<file path="config.mk">
export PLATFORM = sky130hd
export DESIGN_NAME = bcp_impl_queue
export DESIGN_NICKNAME = d
export VERILOG_FILES = /design/src/rtl/bcp_impl_queue.sv
export SDC_FILE = /design/constraint.sdc
export NUM_CORES = 1
export LEC_CHECK = 0
export ABC_AREA = 1
export BUFFER_PORTS_ARGS = -buffer_cell sky130_fd_sc_hd__buf_2
export CAP_MARGIN = 40
export CELL_PAD_IN_SITES_DETAIL_PLACEMENT = 2
export CELL_PAD_IN_SITES_GLOBAL_PLACEMENT = 2
export CORE_UTILIZATION = 35
export CTS_CLUSTER_SIZE = 14
export DETAILED_ROUTE_END_ITERATION = 10
export GPL_TIMING_DRIVEN = 0
export PLACE_DENSITY_LB_ADDON = 0.3
export SYNTH_ARGS = -nofsm -noshare
export SYNTH_HDL_FRONTEND = slang
export SYNTH_SLANG_ARGS = --single-unit
</file>
<file path="constraint.sdc">
create_clock -name CLK -period 3.8 [get_ports CLK]
set_input_delay 0.76 -clock CLK [delete_from_list [all_inputs] [get_ports CLK]]
set_output_delay 0.76 -clock CLK [all_outputs]
set_load 0.02 [all_outputs]
</file>
<file path="src/rtl/bcp_impl_queue.sv">
// Implication queue for the BCP traversal engine: dedups implications by variable,
// flags contradictory polarities as a conflict, and issues entries one at a time.
module bcp_impl_queue #(
    parameter int unsigned VAR_W     = 11,
    parameter int unsigned ADDR_SIZE = 12,
    parameter int unsigned DEPTH     = 8
) (
    input  logic                       CLK,
    input  logic                       RST,
    input  logic                       CLEAR,
    input  logic                       IMPL_VALID,
    input  logic [VAR_W-1:0]           IMPL_VAR,
    input  logic                       IMPL_VALUE,
    input  logic                       IMPL_THREAD,
    output logic                       IMPL_READY,
    output logic                       EN,
    output logic [ADDR_SIZE-1:0]       BASE,
    output logic                       VALUE,
    output logic                       THREAD,
    input  logic                       TE_DONE,
    output logic                       CONFLICT,
    output logic [VAR_W-1:0]           CONFLICT_VAR,
    output logic [$clog2(DEPTH):0]     COUNT,
    output logic                       EMPTY
);

    localparam int unsigned PTR_W = $clog2(DEPTH);
    localparam int unsigned CNT_W = PTR_W + 1;

    typedef enum logic [1:0] {StIdle, StBusy, StHalt} state_e;

    state_e             state_q;
    logic [PTR_W-1:0]   head_q;
    logic [PTR_W-1:0]   tail_q;
    logic [VAR_W-1:0]   var_mem [DEPTH];
    logic [DEPTH-1:0]   val_mem;
    logic [DEPTH-1:0]   thr_mem;

    logic               push;
    logic               hit;
    logic               hit_val;
    logic               conflict_det;
    logic               do_push;
    logic               pop;
    logic [PTR_W-1:0]   off;

    assign IMPL_READY   = (COUNT < CNT_W'(DEPTH)) && (state_q != StHalt) && !CLEAR && !RST;
    assign EMPTY        = (COUNT == '0);
    assign push         = IMPL_VALID && IMPL_READY;
    assign conflict_det = push && hit && (hit_val != IMPL_VALUE);
    assign do_push      = push && !hit;
    assign pop          = (state_q == StBusy) && TE_DONE;

    // An entry is occupied when its distance from head (mod DEPTH) is below COUNT;
    // this includes the in-flight head entry.
    always_comb begin
        hit     = 1'b0;
        hit_val = 1'b0;
        off     = '0;
        for (int i = 0; i < int'(DEPTH); i++) begin
            off = PTR_W'(i) - head_q;
            if (({1'b0, off} < COUNT) && (var_mem[i] == IMPL_VAR)) begin
                hit     = 1'b1;
                hit_val = val_mem[i];
            end
        end
    end

    always_ff @(posedge CLK) begin
        if (do_push) begin
            var_mem[tail_q] <= IMPL_VAR;
            val_mem[tail_q] <= IMPL_VALUE;
            thr_mem[tail_q] <= IMPL_THREAD;
        end
    end

    always_ff @(posedge CLK or posedge RST) begin
        if (RST) begin
            state_q      <= StIdle;
            head_q       <= '0;
            tail_q       <= '0;
            COUNT        <= '0;
            EN           <= 1'b0;
            BASE         <= '0;
            VALUE        <= 1'b0;
            THREAD       <= 1'b0;
            CONFLICT     <= 1'b0;
            CONFLICT_VAR <= '0;
        end else if (CLEAR) begin
            state_q      <= StIdle;
            head_q       <= '0;
            tail_q       <= '0;
            COUNT        <= '0;
            EN           <= 1'b0;
            CONFLICT     <= 1'b0;
            CONFLICT_VAR <= '0;
        end else if (conflict_det) begin
            state_q      <= StHalt;
            head_q       <= '0;
            tail_q       <= '0;
            COUNT        <= '0;
            EN           <= 1'b0;
            CONFLICT     <= 1'b1;
            CONFLICT_VAR <= IMPL_VAR;
        end else begin
            CONFLICT <= 1'b0;
            if (do_push) tail_q <= tail_q + 1'b1;
            if (pop)     head_q <= head_q + 1'b1;
            COUNT <= COUNT + CNT_W'(do_push) - CNT_W'(pop);
            unique case (state_q)
                StIdle: begin
                    if (COUNT != '0) begin
                        BASE    <= ADDR_SIZE'({var_mem[head_q], val_mem[head_q]});
                        VALUE   <= val_mem[head_q];
                        THREAD  <= thr_mem[head_q];
                        EN      <= 1'b1;
                        state_q <= StBusy;
                    end
                end
                StBusy: begin
                    if (TE_DONE) begin
                        EN      <= 1'b0;
                        state_q <= StIdle;
                    end
                end
                StHalt: ;
                default: state_q <= StIdle;
            endcase
        end
    end

endmodule

</file>
==> out/qor.log <==
qor: run_status.status finished, final reports clean
qor: routing.drt-total-wl 27200 µm
qor: cells_and_area.layout-area-overhead-vs-synth 20.0%
qor: power_and_ir_drop.switching_share 0.379
qor: power_and_ir_drop.peak_supply_drop 0.300 mV
qor: global_routing.grt_pass1_vias 6716
qor: routing.vias_per_cell 5.37
qor: min_path.holdCritPathClass flop to flop
qor: power_and_ir_drop.pwr_density_cell 582 mW/mm²
qor: setup_path.timing.rr.start COUNT[1]$_DFF_PP0_
qor: power_and_ir_drop.internal_power 3.27 mW
qor: setup_path.worstSetupPathType flop to flop
qor: clock_tree.htreeDepth 4
qor: clock_tree.cts.sinks 142
qor: routing.route.detailed.wl_per_inst 23.8 µm
qor: cells_and_area.final_nets 894
qor: timing.clock_period_minus_final_worst_setup_slack 3680 ps
qor: timing.tns 0 ps
qor: min_path.hold_path_end CONFLICT_VAR[2]$_DFFE_PP0P_
qor: logic_synthesis.synth_area 0.00753 mm²
qor: setup_path.cp_data_required_time 4120 ps
qor: logic_synthesis.synth.ff_latch_count 142
qor: setup_path.critical_path.slowest_cell sky130_fd_sc_hd__nor3_1
qor: power_and_ir_drop.total_leakage_power 3.71 nW
qor: logic_synthesis.syn_avg_cell_area 9.83 µm²
qor: floorplanning.initial_core_util 0.357
qor: clock_tree.worst_path_clk_slew 60 ps
qor: logic_synthesis.post_synth_inst_count 766
qor: timing.finalCritPeriodShare 0.967
qor: routing.drt-pass1-iter-count 4
qor: setup_path.crit_path_max_incr_delay 500 ps
qor: cells_and_area.utilization 0.429
qor: clock_tree.post_cts_hold_buffer_count 0
qor: setup_path.path_cells inv_1 -> ha_1 -> a21o_1 -> a21oi_1 -> nor2_2 -> nor3_1 -> nand2_1 -> nand2_1 -> nor3b_2 -> nand2_1 -> nor2_4 -> inv_2 -> ha_1 -> inv_1 -> ha_2 -> fa_2 -> inv_1 -> nor2_2
qor: floorplanning.die-height 149 µm
qor: timing.timing.slew.headroom 0.384
qor: logic_synthesis.yosysUniqueCellTypes 47
qor: clock_tree.cts_root_buffer sky130_fd_sc_hd__clkbuf_16
qor: floorplanning.design.die.area 0.0221 mm²
qor: global_routing.grt_antenna_before_repair 0
qor: global_routing.track_usage 0.257
qor: clock_tree.cts_max_path_buffers 2
qor: setup_path.crit_path_start_kind flop
qor: timing.setup-violations-final 0
qor: global_routing.grt_first_pass_wirelength 40900 µm
qor: global_routing.grt_start_max_net_pins 40
qor: cells_and_area.n_antenna_cell 0
qor: clock_tree.tritoncts built
qor: floorplanning.number_of_i_o_pins 51
qor: global_routing.globalRouteOverflowTotal 0
qor: logic_synthesis.synth-warning-count 0
qor: clock_tree.total_cts_buffers 17
qor: setup_path.worst_path_dominant_cell_family adder cells
qor: logic_synthesis.synth_flop_cell sky130_fd_sc_hd__edfxtp_1
qor: setup_path.reg2reg_slack 120 ps
qor: placed_design.place.gp.congestion 0.904
qor: clock_tree.worst_skew_pair_latency 440 ps
qor: timing.clock-skew-final 10.3 ps
qor: timing.worstMarginPinSlew 900 ps
qor: power_and_ir_drop.comb_power_share 0.340
qor: setup_path.path_max_fanout 6
qor: cells_and_area.final_layout_size_suffix_gt1_frac 0.206
qor: floorplanning.die_w 149 µm
qor: setup_path.reg2reg_depth 18
qor: timing.final-hold-violation-count 0
qor: routing.post-route-drc-count 0
qor: logic_synthesis.synth_fp_nets 805
qor: timing.max_freq 272 MHz
qor: power_and_ir_drop.seq_power_share 0.352
qor: logic_synthesis.ys_async_sr_fraction 0.268
qor: floorplanning.fp.coreArea 0.0211 mm²
qor: timing.hold-worst-slack 474 ps
qor: routing.drtAntennaViolNets 0
qor: logic_synthesis.synth-edff-count 104
qor: logic_synthesis.synth_sequential_area_ratio 0.541
qor: setup_path.rr_endpoint COUNT[1]$_DFF_PP0_
qor: placed_design.place.detailed.hpwl 20300 µm
qor: job.drv_cap 0
qor: setup_path.timing.critical_path.to_type flop
qor: min_path.min_path_cells 2
qor: setup_path.worst-path-buf-inv 4
qor: power_and_ir_drop.clkPwrFrac 0.308
qor: placed_design.io_buffers 50
qor: routing.detailroute.via_count 6140
qor: setup_path.crit_arrival 4000 ps
qor: timing.final-max-slew-violation-count 0
qor: routing.drt_iter0_markers 391
qor: power_and_ir_drop.netSwitchingPower 2.00 mW
qor: min_path.hold_path_startpoint CONFLICT_VAR[2]$_DFFE_PP0P_
qor: power_and_ir_drop.p_total 5.26 mW
qor: floorplanning.rows 53
[stage by stage]
stage | worst slack, ps | std cells | cell area (µm²)
floorplan | 190 | 766 | 7530
global placement | -1610 | 1091 | 8130
detailed placement | -739 | 1102 | 8310
CTS | 41.9 | 1134 | 8930
global route | -98.1 | 1143 | 9040
finish | 125 | 1143 | 9040
[layout make-up]
| class | count | area [µm²] |
|---|---|---|
| repair buffers | 71 | 487 |
| multi-input cells | 516 | 3030 |
| inverters | 73 | 290 |
| clock buffers | 20 | 468 |
| fillers | 2250 | 12000 |
| well taps | 275 | 344 |
| flip-flops and latches | 142 | 4080 |
| plain buffers | 34 | 244 |
| clock inverters | 12 | 98.8 |
[power by group through the flow]
stage	Sequential [mW]	Combinational [mW]	Clock, mW
after floorplan	1.98	0.907	0
after global placement	1.88	1.55	0
after detailed placement	1.89	1.66	0
after CTS	1.86	1.71	1.64
after global routing	1.87	1.93	1.69
final	1.85	1.79	1.62
[cells in the final DEF (no fill, tap or decap), drive strengths merged]
cell type  count
a21o           2
a21oi         23
nand2        170
ha            20
o21a           9
nor4           5
xor2          25
nor3           6
inv           77
a2111oi        1
or2            8
dfrtp         38
a211oi         1
a31oi          1
clkbuf        35
clkinvlp       2
a21boi         1
o21bai         1
nor3b          3
nand4         24
nand3         21
clkinv         6
a221oi         1
o211ai        11
nor2          81
o2111ai       13
xnor2         37
o2111a         1
edfxtp       104
fa             1
buf           90
o21ai         50
[repair_timing]
action,in CTS,in global routing
gates resized for setup,13,11
endpoints found under the setup margin,141,30
pin swaps,0,7
setup buffers,1,9
[worst register-to-register path: stages, from the launching register on]
cell                      delay (ps)
sky130_fd_sc_hd__dfrtp_1         410
sky130_fd_sc_hd__inv_1           240
sky130_fd_sc_hd__ha_1            300
sky130_fd_sc_hd__a21o_1          210
sky130_fd_sc_hd__a21oi_1         170
sky130_fd_sc_hd__nor2_2          100
sky130_fd_sc_hd__nor3_1          500
sky130_fd_sc_hd__nand2_1         160
sky130_fd_sc_hd__nand2_1         110
sky130_fd_sc_hd__nor3b_2          60
sky130_fd_sc_hd__nand2_1         110
sky130_fd_sc_hd__nor2_4           60
sky130_fd_sc_hd__inv_2            90
sky130_fd_sc_hd__ha_1            240
sky130_fd_sc_hd__inv_1            60
sky130_fd_sc_hd__ha_2            190
sky130_fd_sc_hd__fa_2            430
sky130_fd_sc_hd__inv_1            80
sky130_fd_sc_hd__nor2_2           40
[flip-flops by register name, indices dropped and copies added, names as in the netlist]
name,count
thr_mem,8
CONFLICT,1
state_q,2
COUNT,4
CONFLICT_VAR,11
tail_q,3
val_mem,8
EN,1
BASE,11
THREAD,1
head_q,3
VALUE,1
var_mem,88
[per-layer routing]
metal,part of all wire,global-route usage,vias up
met3,0.043,0.0340,46
met2,0.50,0.451,174
li1,-,-,2772
met1,0.42,0.313,3148
met4,0.029,0.116,0
met5,0,0,-
[worst max-delay path by stage]
stage,from,to,cells after the start
finish,COUNT[1]$_DFF_PP0_,COUNT[1]$_DFF_PP0_,18
global route,head_q[0]$_DFFE_PP0P_,var_mem[1][8]$_DFFE_PP_,18
CTS,head_q[0]$_DFFE_PP0P_,COUNT[2]$_DFF_PP0_,20
detailed placement,head_q[2]$_DFFE_PP0P_,var_mem[3][0]$_DFFE_PP_,17
global placement,head_q[0]$_DFFE_PP0P_,thr_mem[1]$_DFFE_PP_,18
floorplan,head_q[0]$_DFFE_PP0P_,COUNT[2]$_DFF_PP0_,21
[cells in the mapped netlist (3+ instances only)]
| cell | number | area share |
|---|---|---|
| sky130_fd_sc_hd__nand4_1 | 24 | 0.020 |
| sky130_fd_sc_hd__xor2_1 | 25 | 0.029 |
| sky130_fd_sc_hd__o2111ai_1 | 13 | 0.015 |
| sky130_fd_sc_hd__clkbuf_1 | 16 | 0.0080 |
| sky130_fd_sc_hd__o211ai_1 | 11 | 0.011 |
| sky130_fd_sc_hd__nor3_1 | 6 | 0.0040 |
| sky130_fd_sc_hd__o21ai_0 | 48 | 0.032 |
| sky130_fd_sc_hd__nor2_1 | 79 | 0.039 |
| sky130_fd_sc_hd__nand2_2 | 11 | 0.0091 |
| sky130_fd_sc_hd__nor4_1 | 4 | 0.0033 |
| sky130_fd_sc_hd__or2_2 | 6 | 0.0050 |
| sky130_fd_sc_hd__dfrtp_1 | 38 | 0.13 |
| sky130_fd_sc_hd__inv_2 | 5 | 0.0025 |
| sky130_fd_sc_hd__buf_6 | 11 | 0.016 |
| sky130_fd_sc_hd__nand2_1 | 158 | 0.079 |
| sky130_fd_sc_hd__nor3b_1 | 3 | 0.0030 |
| sky130_fd_sc_hd__a21oi_1 | 23 | 0.015 |
| sky130_fd_sc_hd__ha_1 | 20 | 0.033 |
| sky130_fd_sc_hd__buf_4 | 5 | 0.0050 |
| sky130_fd_sc_hd__edfxtp_1 | 104 | 0.41 |
| sky130_fd_sc_hd__nand3_1 | 18 | 0.012 |
| sky130_fd_sc_hd__xnor2_1 | 37 | 0.043 |
| sky130_fd_sc_hd__o21a_1 | 9 | 0.0090 |
| sky130_fd_sc_hd__inv_1 | 64 | 0.032 |
[cells by family (layout without fill, tap and decap cells)]
kind of cell	count (synthesis)	count (layout)	share of synthesized area
AOI/OAI and AO/OA	115	115	0.0937
and+or+nand+nor	318	318	0.187
DFF	142	142	0.541
adders and majority gates	21	21	0.0359
xor gates and xnor gates	62	62	0.0721
buffers and inverters	108	210	0.0704
Power figures use the tool's default switching activity.
